<file path="src/rtl/cmd_queue_pkg.sv">
// Shared types and constants for the button-to-UART command queue.
package cmd_queue_pkg;

    localparam int CMD_W = 8;
    localparam logic [CMD_W-1:0] CMD_RESET = 8'h00;

    typedef struct packed {
        logic [3:0] instrucao;
        logic [3:0] dado;
    } cmd_t;

    // Maps a raw button level to 1 = pressed, independent of wiring polarity.
    function automatic logic pressed_level(input logic raw, input logic active_low);
        return raw ^ active_low;
    endfunction

endpackage

</file>
<file path="src/rtl/debounce_sync.sv">
// Button front end: 2-FF synchronizer, debouncer and press pulse on the debounced rising edge.
// CMD_QUEUE_AUTOREPEAT_EN adds periodic repeat presses while the button stays held.
module debounce_sync
    import cmd_queue_pkg::*;
#(
    parameter int DEBOUNCE_CYCLES   = 50000,
    parameter bit BUTTON_ACTIVE_LOW = 1'b1,
    parameter int REPEAT_CYCLES     = 25000000
) (
    input  logic clock,
    input  logic reset,
    input  logic raw,
    output logic press
);

    localparam int DB_W = $clog2(DEBOUNCE_CYCLES + 1);

    logic            sync1_q, sync1_d;
    logic            sync2_q, sync2_d;
    logic            stable_q, stable_d;
    logic            press_q, press_d;
    logic [DB_W-1:0] db_cnt_q, db_cnt_d;
    logic            sample;

`ifdef CMD_QUEUE_AUTOREPEAT_EN
    localparam int RP_W = $clog2(REPEAT_CYCLES + 1);
    logic [RP_W-1:0] rep_cnt_q, rep_cnt_d;
`else
    // No repeat hardware exists in this build; the period only has to be sane.
    if (REPEAT_CYCLES < 1) begin : g_repeat_period_invalid
    end
`endif

    always_comb begin
        sync1_d  = raw;
        sync2_d  = sync1_q;
        sample   = pressed_level(sync2_q, BUTTON_ACTIVE_LOW);
        stable_d = stable_q;
        db_cnt_d = '0;
        if (sample != stable_q) begin
            if (db_cnt_q == DB_W'(DEBOUNCE_CYCLES - 1)) begin
                stable_d = ~stable_q;
            end else begin
                db_cnt_d = db_cnt_q + DB_W'(1);
            end
        end
        press_d = stable_d & ~stable_q;
`ifdef CMD_QUEUE_AUTOREPEAT_EN
        // Repeat period is measured from the initial press; a release clears it.
        rep_cnt_d = '0;
        if (stable_q && stable_d) begin
            if (rep_cnt_q == RP_W'(REPEAT_CYCLES - 1)) begin
                press_d = 1'b1;
            end else begin
                rep_cnt_d = rep_cnt_q + RP_W'(1);
            end
        end
`endif
    end

    always_ff @(posedge clock or posedge reset) begin
        if (reset) begin
            sync1_q   <= BUTTON_ACTIVE_LOW;
            sync2_q   <= BUTTON_ACTIVE_LOW;
            stable_q  <= 1'b0;
            db_cnt_q  <= '0;
            press_q   <= 1'b0;
`ifdef CMD_QUEUE_AUTOREPEAT_EN
            rep_cnt_q <= '0;
`endif
        end else begin
            sync1_q   <= sync1_d;
            sync2_q   <= sync2_d;
            stable_q  <= stable_d;
            db_cnt_q  <= db_cnt_d;
            press_q   <= press_d;
`ifdef CMD_QUEUE_AUTOREPEAT_EN
            rep_cnt_q <= rep_cnt_d;
`endif
        end
    end

    assign press = press_q;

endmodule

</file>
<file path="src/rtl/cmd_queue.sv">
// Turns debounced button presses into {instrucao, dado} bytes queued for the UART transmitter.
// Optional auto-repeat inside debounce_sync is enabled by CMD_QUEUE_AUTOREPEAT_EN.
module cmd_queue
    import cmd_queue_pkg::*;
#(
    parameter int DEPTH             = 4,
    parameter int DEBOUNCE_CYCLES   = 50000,
    parameter bit BUTTON_ACTIVE_LOW = 1'b1,
    parameter int REPEAT_CYCLES     = 25000000
) (
    input  logic                       clock,
    input  logic                       reset,
    input  logic                       botao,
    input  logic [3:0]                 dado,
    input  logic [3:0]                 instrucao,
    input  logic                       tx_ready,
    output logic                       tx_valid,
    output logic [CMD_W-1:0]           tx_data,
    output logic [$clog2(DEPTH):0]     count,
    output logic                       overflow
);

    localparam int PTR_W = $clog2(DEPTH);
    localparam int CNT_W = PTR_W + 1;

    logic             press;
    cmd_t             mem_q [DEPTH];
    cmd_t             mem_d [DEPTH];
    logic [PTR_W-1:0] wr_ptr_q, wr_ptr_d;
    logic [PTR_W-1:0] rd_ptr_q, rd_ptr_d;
    logic [CNT_W-1:0] count_q, count_d;
    logic             overflow_q, overflow_d;
    logic             empty, full, pop, push;

    debounce_sync #(
        .DEBOUNCE_CYCLES  (DEBOUNCE_CYCLES),
        .BUTTON_ACTIVE_LOW(BUTTON_ACTIVE_LOW),
        .REPEAT_CYCLES    (REPEAT_CYCLES)
    ) u_debounce (
        .clock(clock),
        .reset(reset),
        .raw  (botao),
        .press(press)
    );

    // Handshake: a byte transfers on every edge where tx_valid && tx_ready; tx_data
    // holds while tx_valid && !tx_ready, and tx_ready is ignored while tx_valid is low.
    always_comb begin
        empty      = (count_q == '0);
        full       = (count_q == CNT_W'(DEPTH));
        pop        = !empty && tx_ready;
        push       = press && (!full || pop);
        mem_d      = mem_q;
        wr_ptr_d   = wr_ptr_q;
        rd_ptr_d   = rd_ptr_q;
        count_d    = count_q;
        overflow_d = overflow_q | (press & full & ~pop);
        if (push) begin
            mem_d[wr_ptr_q] = '{instrucao: instrucao, dado: dado};
            wr_ptr_d        = wr_ptr_q + PTR_W'(1);
        end
        if (pop) begin
            rd_ptr_d = rd_ptr_q + PTR_W'(1);
        end
        case ({push, pop})
            2'b10:   count_d = count_q + CNT_W'(1);
            2'b01:   count_d = count_q - CNT_W'(1);
            default: count_d = count_q;
        endcase
    end

    always_ff @(posedge clock or posedge reset) begin
        if (reset) begin
            for (int i = 0; i < DEPTH; i++) begin
                mem_q[i] <= cmd_t'(CMD_RESET);
            end
            wr_ptr_q   <= '0;
            rd_ptr_q   <= '0;
            count_q    <= '0;
            overflow_q <= 1'b0;
        end else begin
            mem_q      <= mem_d;
            wr_ptr_q   <= wr_ptr_d;
            rd_ptr_q   <= rd_ptr_d;
            count_q    <= count_d;
            overflow_q <= overflow_d;
        end
    end

    assign tx_valid = !empty;
    assign tx_data  = mem_q[rd_ptr_q];
    assign count    = count_q;
    assign overflow = overflow_q;

endmodule

</file>
<file path="config.mk">
export PLATFORM = sky130hd
export DESIGN_NAME = cmd_queue
export DESIGN_NICKNAME = d
export VERILOG_FILES = /design/src/rtl/cmd_queue_pkg.sv /design/src/rtl/debounce_sync.sv /design/src/rtl/cmd_queue.sv
export SDC_FILE = /design/constraint.sdc
export NUM_CORES = 1
export LEC_CHECK = 0
export BUFFER_PORTS_ARGS = -buffer_cell sky130_fd_sc_hd__buf_2
export CAP_MARGIN = 30
export CORE_MARGIN = 4
export CORE_UTILIZATION = 53
export DETAILED_ROUTE_END_ITERATION = 10
export PLACE_DENSITY_LB_ADDON = 0.3
export SLEW_MARGIN = 25
export SYNTH_ARGS = -nofsm -noshare
export SYNTH_HDL_FRONTEND = slang
export SYNTH_SLANG_ARGS = --single-unit
</file>
<file path="constraint.sdc">
create_clock -name clock -period 2.15 [get_ports clock]
set_input_delay 0.3225 -clock clock [delete_from_list [all_inputs] [get_ports clock]]
set_output_delay 0.3225 -clock clock [all_outputs]
set_load 0.01 [all_outputs]
</file>
==> results of run 1 <==
-- cell families (layout without fill, tap and decap cells) --
group	count (synthesis)	after routing	synth area share, %
muxes	42	42	20.5
buffers and inverters	16	60	2.57
xor gates and xnor gates	21	21	6.74
and+or+nand+nor	55	55	10.1
DFF	60	60	55.1
adders and majority gates	7	7	3.48
AOI/OAI and AO/OA	3	3	1.47
-- placed cells by master (no fill, tap or decap), types with 2 or more instances in the layout --
| cell | instances |
|---|---|
| mux2_2 | 32 |
| mux4_2 | 8 |
| nor2_1 | 22 |
| mux2i_1 | 2 |
| nand2_2 | 4 |
| nor3_1 | 3 |
| xnor2_1 | 17 |
| nand2_1 | 6 |
| dfstp_2 | 2 |
| dfrtp_1 | 57 |
| ha_1 | 5 |
| xor2_1 | 4 |
| inv_1 | 11 |
| buf_2 | 24 |
| nand4_1 | 3 |
| nand3_1 | 4 |
| clkbuf_8 | 11 |
| bufinv_16 | 2 |
| nor4_1 | 6 |
| buf_4 | 8 |
-- layout make-up --
class	count	area, um2	share of cell area (%)
clock buffers	11	151	4.69
flip-flops and latches	60	1510	46.7
repair buffers	33	190	5.90
well taps	67	83.8	2.60
multi-input cells	128	1180	36.5
clock inverters	4	72.6	2.25
inverters	12	45.0	1.40
-- power by group --
group	switching, W	total [W]	internal [W]
registers	0.0000887	0.00128	0.00119
clock network	0.000416	0.00112	0.000707
logic	0.000219	0.000442	0.000223
total	0.000723	0.00284	0.00212
-- per-layer routing --
| metal | vias up | wire [um] |
|---|---|---|
| met1 | 825 | 2010 |
| met4 | 0 | 72 |
| met5 | - | 0 |
| met2 | 24 | 2390 |
| li1 | 790 | - |
| met3 | 8 | 149 |
-- path summary, 6_finish.rpt --
check,startpoint,to,slack [ps],cells past startpoint
max,count[0],count[2],80,9
max reg2reg,count[0],count[2],80,9
max in group asynchronous,reset,mem_q[5],1050,4
min reg2reg,u_debounce.sync1_q,u_debounce.sync2_q,360,0
min,botao,u_debounce.sync1_q,100,1
min in group asynchronous,reset,u_debounce.db_cnt_q[6],490,3
-- per-stage QoR --
stage               total power [W]  setup WS (ps)  instance area [um2]  utilization [%]  cells
floorplan                   0.00156         0.0790                 2740                -    204
global placement            0.00168            113                 2970             61.2    298
detailed placement          0.00170           12.6                 2970             61.2    298
CTS                         0.00284           32.7                 3200             66.0    314
global route                0.00299          -12.3                 3230             66.5    315
finish                      0.00284           81.2                 3230             66.5    315
-- state kept, by name (all words and copies together), names as in the netlist --
name                 cells
u_debounce.db_cnt_q     16
rd_ptr_q                 2
u_debounce.sync1_q       1
count                    3
u_debounce.press         1
u_debounce.sync2_q       1
overflow                 1
wr_ptr_q                 2
u_debounce.stable_q      1
mem_q                   32
-- worst max-delay path: stages, from the launching register on --
cell and delay [ps]:
dfrtp_2 440, nor4b_4 280, and2b_1 220, inv_1 50, ha_2 180, inv_1 60
fa_2 350, xor2_1 150, nor2_1 120, xor2_1 150
-- what timing repair did --
| action | in CTS | in global routing |
|---|---|---|
| resized for setup | 0 | 4 |
| hold buffers | 1 | 0 |
| hold endpoints to repair | 11 | 0 |
| endpoints found under the setup margin | 0 | 1 |
| buffers inserted | 0 | 1 |
==> metrics.cfg, run 1 <==
[run_status]
status = finished clean

[worst_setup_path]
worstSetupStartpointType = register
crit_fanout = 4
critPathKind = reg2reg
arrival_ps = 2320
cp-end-kind = register
cp.required_ps = 2400

[route]
postRouteAntennaNets = 0
wirelength_mm = 4.62
drtIter0Drc = 55
drc = 0
vias = 1647
drt_first_pass_iters = 4
vias_per_cell = 5.23
wl_per_cell_um = 14.7

[sta]
hold_violations = 0
holdWs_ps = 98.9
maxSlewHeadroom_pct = 66.2
fin_crit_ps = 2070
skew_ps = 8.83
setup_viol = 0
tightest_slew_ps = 506
fin_crit_sh_pct = 96.2
max_freq_ghz = 0.483
timing.setup.tns_ps = 0
drv_slew = 0

[floorplan]
dieArea_um2 = 6360
start_util_pct = 56.3
ioPinCount = 25
core-area_um2 = 4850
dieHeight_um = 79.8
num_rows = 25
die_w_um = 79.8

[final_layout]
finish.net_count = 263
syn_to_final_growth_pct = 18.2
antenna_cells = 0
fillers = 366
post_route_cells_drive_above_1_share_pct = 40.7

[power_and_ir_drop]
power_density_nw_per_um2 = 882
ir_drop_mv = 0.735
p_leak_nw = 1.56

[logic_synthesis]
synthCells = 204
ys_warn_count = 0
netlist.top_cell.by_area = dfrtp_1
syn_area_um2 = 2730
synthesis.nets = 223
synthArstFlopShare_pct = 100
netlist_top_cells_count = dfrtp_1, mux2_2, nor2_1
ys_seq_area_share_pct = 55.1
ys_seq_elements = 60
ys.flop_type = dfrtp_1
synth_enable_flop_cells = 0
synth.distinct_cells = 30
netlist_top_cells_area = dfrtp_1, mux2_2, mux4_2, xnor2_1, nor2_1
yosysMostFrequentCell = dfrtp_1
syn_area_per_cell_um2 = 13.4
synth_top_area_share_pct = 53.2

[global_routing]
grtUsageTotal_pct = 17.1
met1_usage_pct = 20.9
grt.busiest_layer = met2
grt_max_degree = 26
grt_overflow = 0
grt_first_pass_wirelength_mm = 8.02
grt_pass1_vias = 1701
met2_usage_pct = 27.7
grtUsageMet3_pct = 4.40
antenna_found_initial = 0

[cts]
clk_latency_ps = 330
ctsRootBufferMaster = clkbuf_8
cts_buffers = 9
cts_tree = yes
cts_buffer_depth = 2
clkSinkCount = 60
cts_max_level = 3
clk_pin_slew_worst_paths_ps = 60

[hold_path]
hold_class = in2reg

[placement]
portBuffers = 24
place.gp.congestion = 0.817
hpwlAfterDp_mm = 3.18

[flow_run]
drv_cap = 0

Power figures use the tool's default switching activity.
==> run 2, diff against run 1 <==
CORE_UTILIZATION = 58   (was 53)
CTS_CLUSTER_SIZE = 10   (was unset)
clock period = 2 ns   (was 2.15 ns; I/O delays follow)
==> run 2 against run 1 <==
Against the previous run:
- worst setup slack worse by 76 ps
- largest cell class unchanged
- routed wire length is 0.69% lower
- die area fell by 7.8%
- via count fell by 0.24%
- utilization grew 6.7 points
- clock-buffer cell count shrank 1
- combinational power grew 14%
- sequential share of layout area shrank 0.39 points
- critical path depth unchanged
- first-iteration DRC count is 64% higher
- final area is 0.85% higher
==> metrics.cfg, run 2 (synthesized netlist as in run 1, its figures left out) <==
[global_routing]
met1_usage_pct = 24.3  ; +3.4 points
grt_max_degree = 61  ; +130%
antenna_found_initial = 0  ; unchanged
grt.busiest_layer = met2
grtUsageMet3_pct = 3.78  ; -0.62 points
grt_first_pass_wirelength_mm = 8.42  ; +5.0%
grt_pass1_vias = 1729  ; +1.6%
grtUsageTotal_pct = 18.5  ; +1.4 points
grt_overflow = 0  ; unchanged
met2_usage_pct = 29.2  ; +1.5 points

[final_layout]
fin_cells = 302  ; -4.1%
syn_to_final_growth_pct = 19.2
layout_commonest_cell = dfrtp_1
top_register = mem_q
finish.net_count = 265  ; +0.76%
antenna_cells = 0  ; unchanged
final_util_pct = 73.2  ; +6.7 points
largest_register_ff_count = 32  ; unchanged
post_route_cells_drive_above_1_share_pct = 42.0  ; +1.3 points
final_cell_mix = dfrtp_1, mux2_2, buf_2

[floorplan]
dieArea_um2 = 5870  ; -7.8%
ioPinCount = 25  ; unchanged
start_util_pct = 61.4  ; +5.1 points
core-area_um2 = 4440  ; -8.3%
num_rows = 24  ; -4.0%
die_w_um = 76.6  ; -4.0%
dieHeight_um = 76.6  ; -4.0%

[sta]
hold_violations = 0  ; unchanged
skew_ps = 7.03  ; -1.80 ps
holdWs_ps = 8.89  ; -90.0 ps
fin_crit_ps = 1990  ; -74.1 ps
tightest_slew_ps = 447  ; -58.7 ps
maxSlewHeadroom_pct = 69.9  ; +3.8 points
drv_slew = 0  ; unchanged
max_freq_ghz = 0.501  ; +3.7%
worst_slack_ps = 5.31  ; -75.9 ps
rsz0062_at_grt = true
fin_crit_sh_pct = 99.7  ; +3.5 points
setup_viol = 0  ; unchanged

[worst_setup_path]
crit_fanout = 3  ; -1
worstSetupStartpoint = count[0]
critPathKind = reg2reg
rrSetupSlack_ps = 5  ; -80 ps
worstSetupStartpointType = register
cp-end-kind = register
arrival_ps = 2250  ; -70 ps
r2r-start = count[0]
cp.required_ps = 2250  ; -150 ps

[run_status]
status = finished clean

[cts]
ctsRootBufferMaster = clkbuf_8
cts_tree = yes
ctsHoldBuffers = 0  ; -1
cts_max_level = 3  ; unchanged
clkSinkCount = 60  ; unchanged
clk_pin_slew_worst_paths_ps = 70  ; about the same
clk_latency_ps = 330  ; about the same
cts_buffer_depth = 2  ; unchanged
cts_buffers = 9  ; unchanged

[power_and_ir_drop]
ir_drop_mv = 0.668  ; -9.2%
combPwrFrac_pct = 15.8  ; +0.3 points
seqPwrFrac_pct = 43.1  ; -1.9 points
clkPwrFrac_pct = 41.1  ; +1.6 points
switchingPower_w = 0.000787  ; +8.9%
p_leak_nw = 1.59  ; +1.8%
power_density_nw_per_um2 = 979  ; +11%
p_int_w = 0.00240  ; +13%
swShare_pct = 24.7  ; -0.69 points

[flow_run]
drv_cap = 0  ; unchanged

[route]
vias_per_cell = 5.44  ; +4.1%
drc = 0  ; unchanged
wirelength_mm = 4.59  ; -0.69%
drtIter0Drc = 90  ; +64%
vias = 1643  ; -0.24%
drt_first_pass_iters = 4  ; unchanged
wl_per_cell_um = 15.2  ; +3.6%
postRouteAntennaNets = 0  ; unchanged

[hold_path]
hold_class = in2async

[placement]
place.gp.congestion = 0.766  ; -6.3%
hpwlAfterDp_mm = 3.04  ; -4.4%
dp_slack_ps = -47.6  ; -60.2 ps
dpl.cell_count = 284  ; -4.7%
portBuffers = 24  ; unchanged

## run 2: stage by stage
step | cell area (um2) | power, W | setup TNS [ps]
2_1_floorplan | 2760 | 0.00170 | -65.2
3_3_place_gp | 2980 | 0.00185 | 0
3_5_place_dp | 2980 | 0.00187 | -47.6
4_1_cts | 3250 | 0.00322 | 0
5_1_grt | 3250 | 0.00334 | -51.5
6_report | 3250 | 0.00318 | 0
## run 2: area by class of cell
type	instances	area (um2)
sequential	60	1510
fill	295	1190
multi-input combinational	128	1180
timing repair buffer	35	215
clock buffer	10	138
clock inverter	5	100
tap	52	65.1
inverter	12	45.0
## run 2: critical path, cell delays in order (launching register included)
cell and delay [ps]:
dfrtp_2 430, nor4b_4 290, and2b_1 230, inv_2 60, ha_4 130, inv_2 30, fa_2 330, xor2_1 150
nor2_1 120, xor2_1 150
## run 2: path summary, 6_finish.rpt
| path | end | cells past startpoint |
|---|---|---|
| min in group clock | u_debounce.sync1_q | 1 |
| max | count[2] | 9 |
| min | mem_q[19] | 3 |
| min reg2reg | u_debounce.sync2_q | 0 |
| max reg2reg | count[2] | 9 |
| max in group asynchronous | u_debounce.sync2_q | 3 |
## run 2: metal layers
| layer | vias up | part of all wire, % |
|---|---|---|
| li1 | 795 | - |
| met1 | 815 | 47 |
| met2 | 25 | 49 |
| met3 | 8 | 3.5 |
| met4 | 0 | 1.3 |
| met5 | - | 0 |
## run 2: timing repair
| item | in CTS | in global routing |
|---|---|---|
| gates cloned | 0 | 0 |
| pin swaps | 3 | 1 |
| setup buffers | 2 | 1 |
| setup endpoints to repair | 1 | 1 |
| resized for setup | 1 | 0 |
## run 2: power by group through the flow
stage / Sequential, W / Clock, W / Combinational [W]
6_report: 0.00137 / 0.00131 / 0.000502
5_1_grt: 0.00139 / 0.00140 / 0.000556
4_1_cts: 0.00138 / 0.00133 / 0.000505
3_5_place_dp: 0.00139 / 0 / 0.000479
3_3_place_gp: 0.00138 / 0 / 0.000467
2_1_floorplan: 0.00136 / 0 / 0.000336
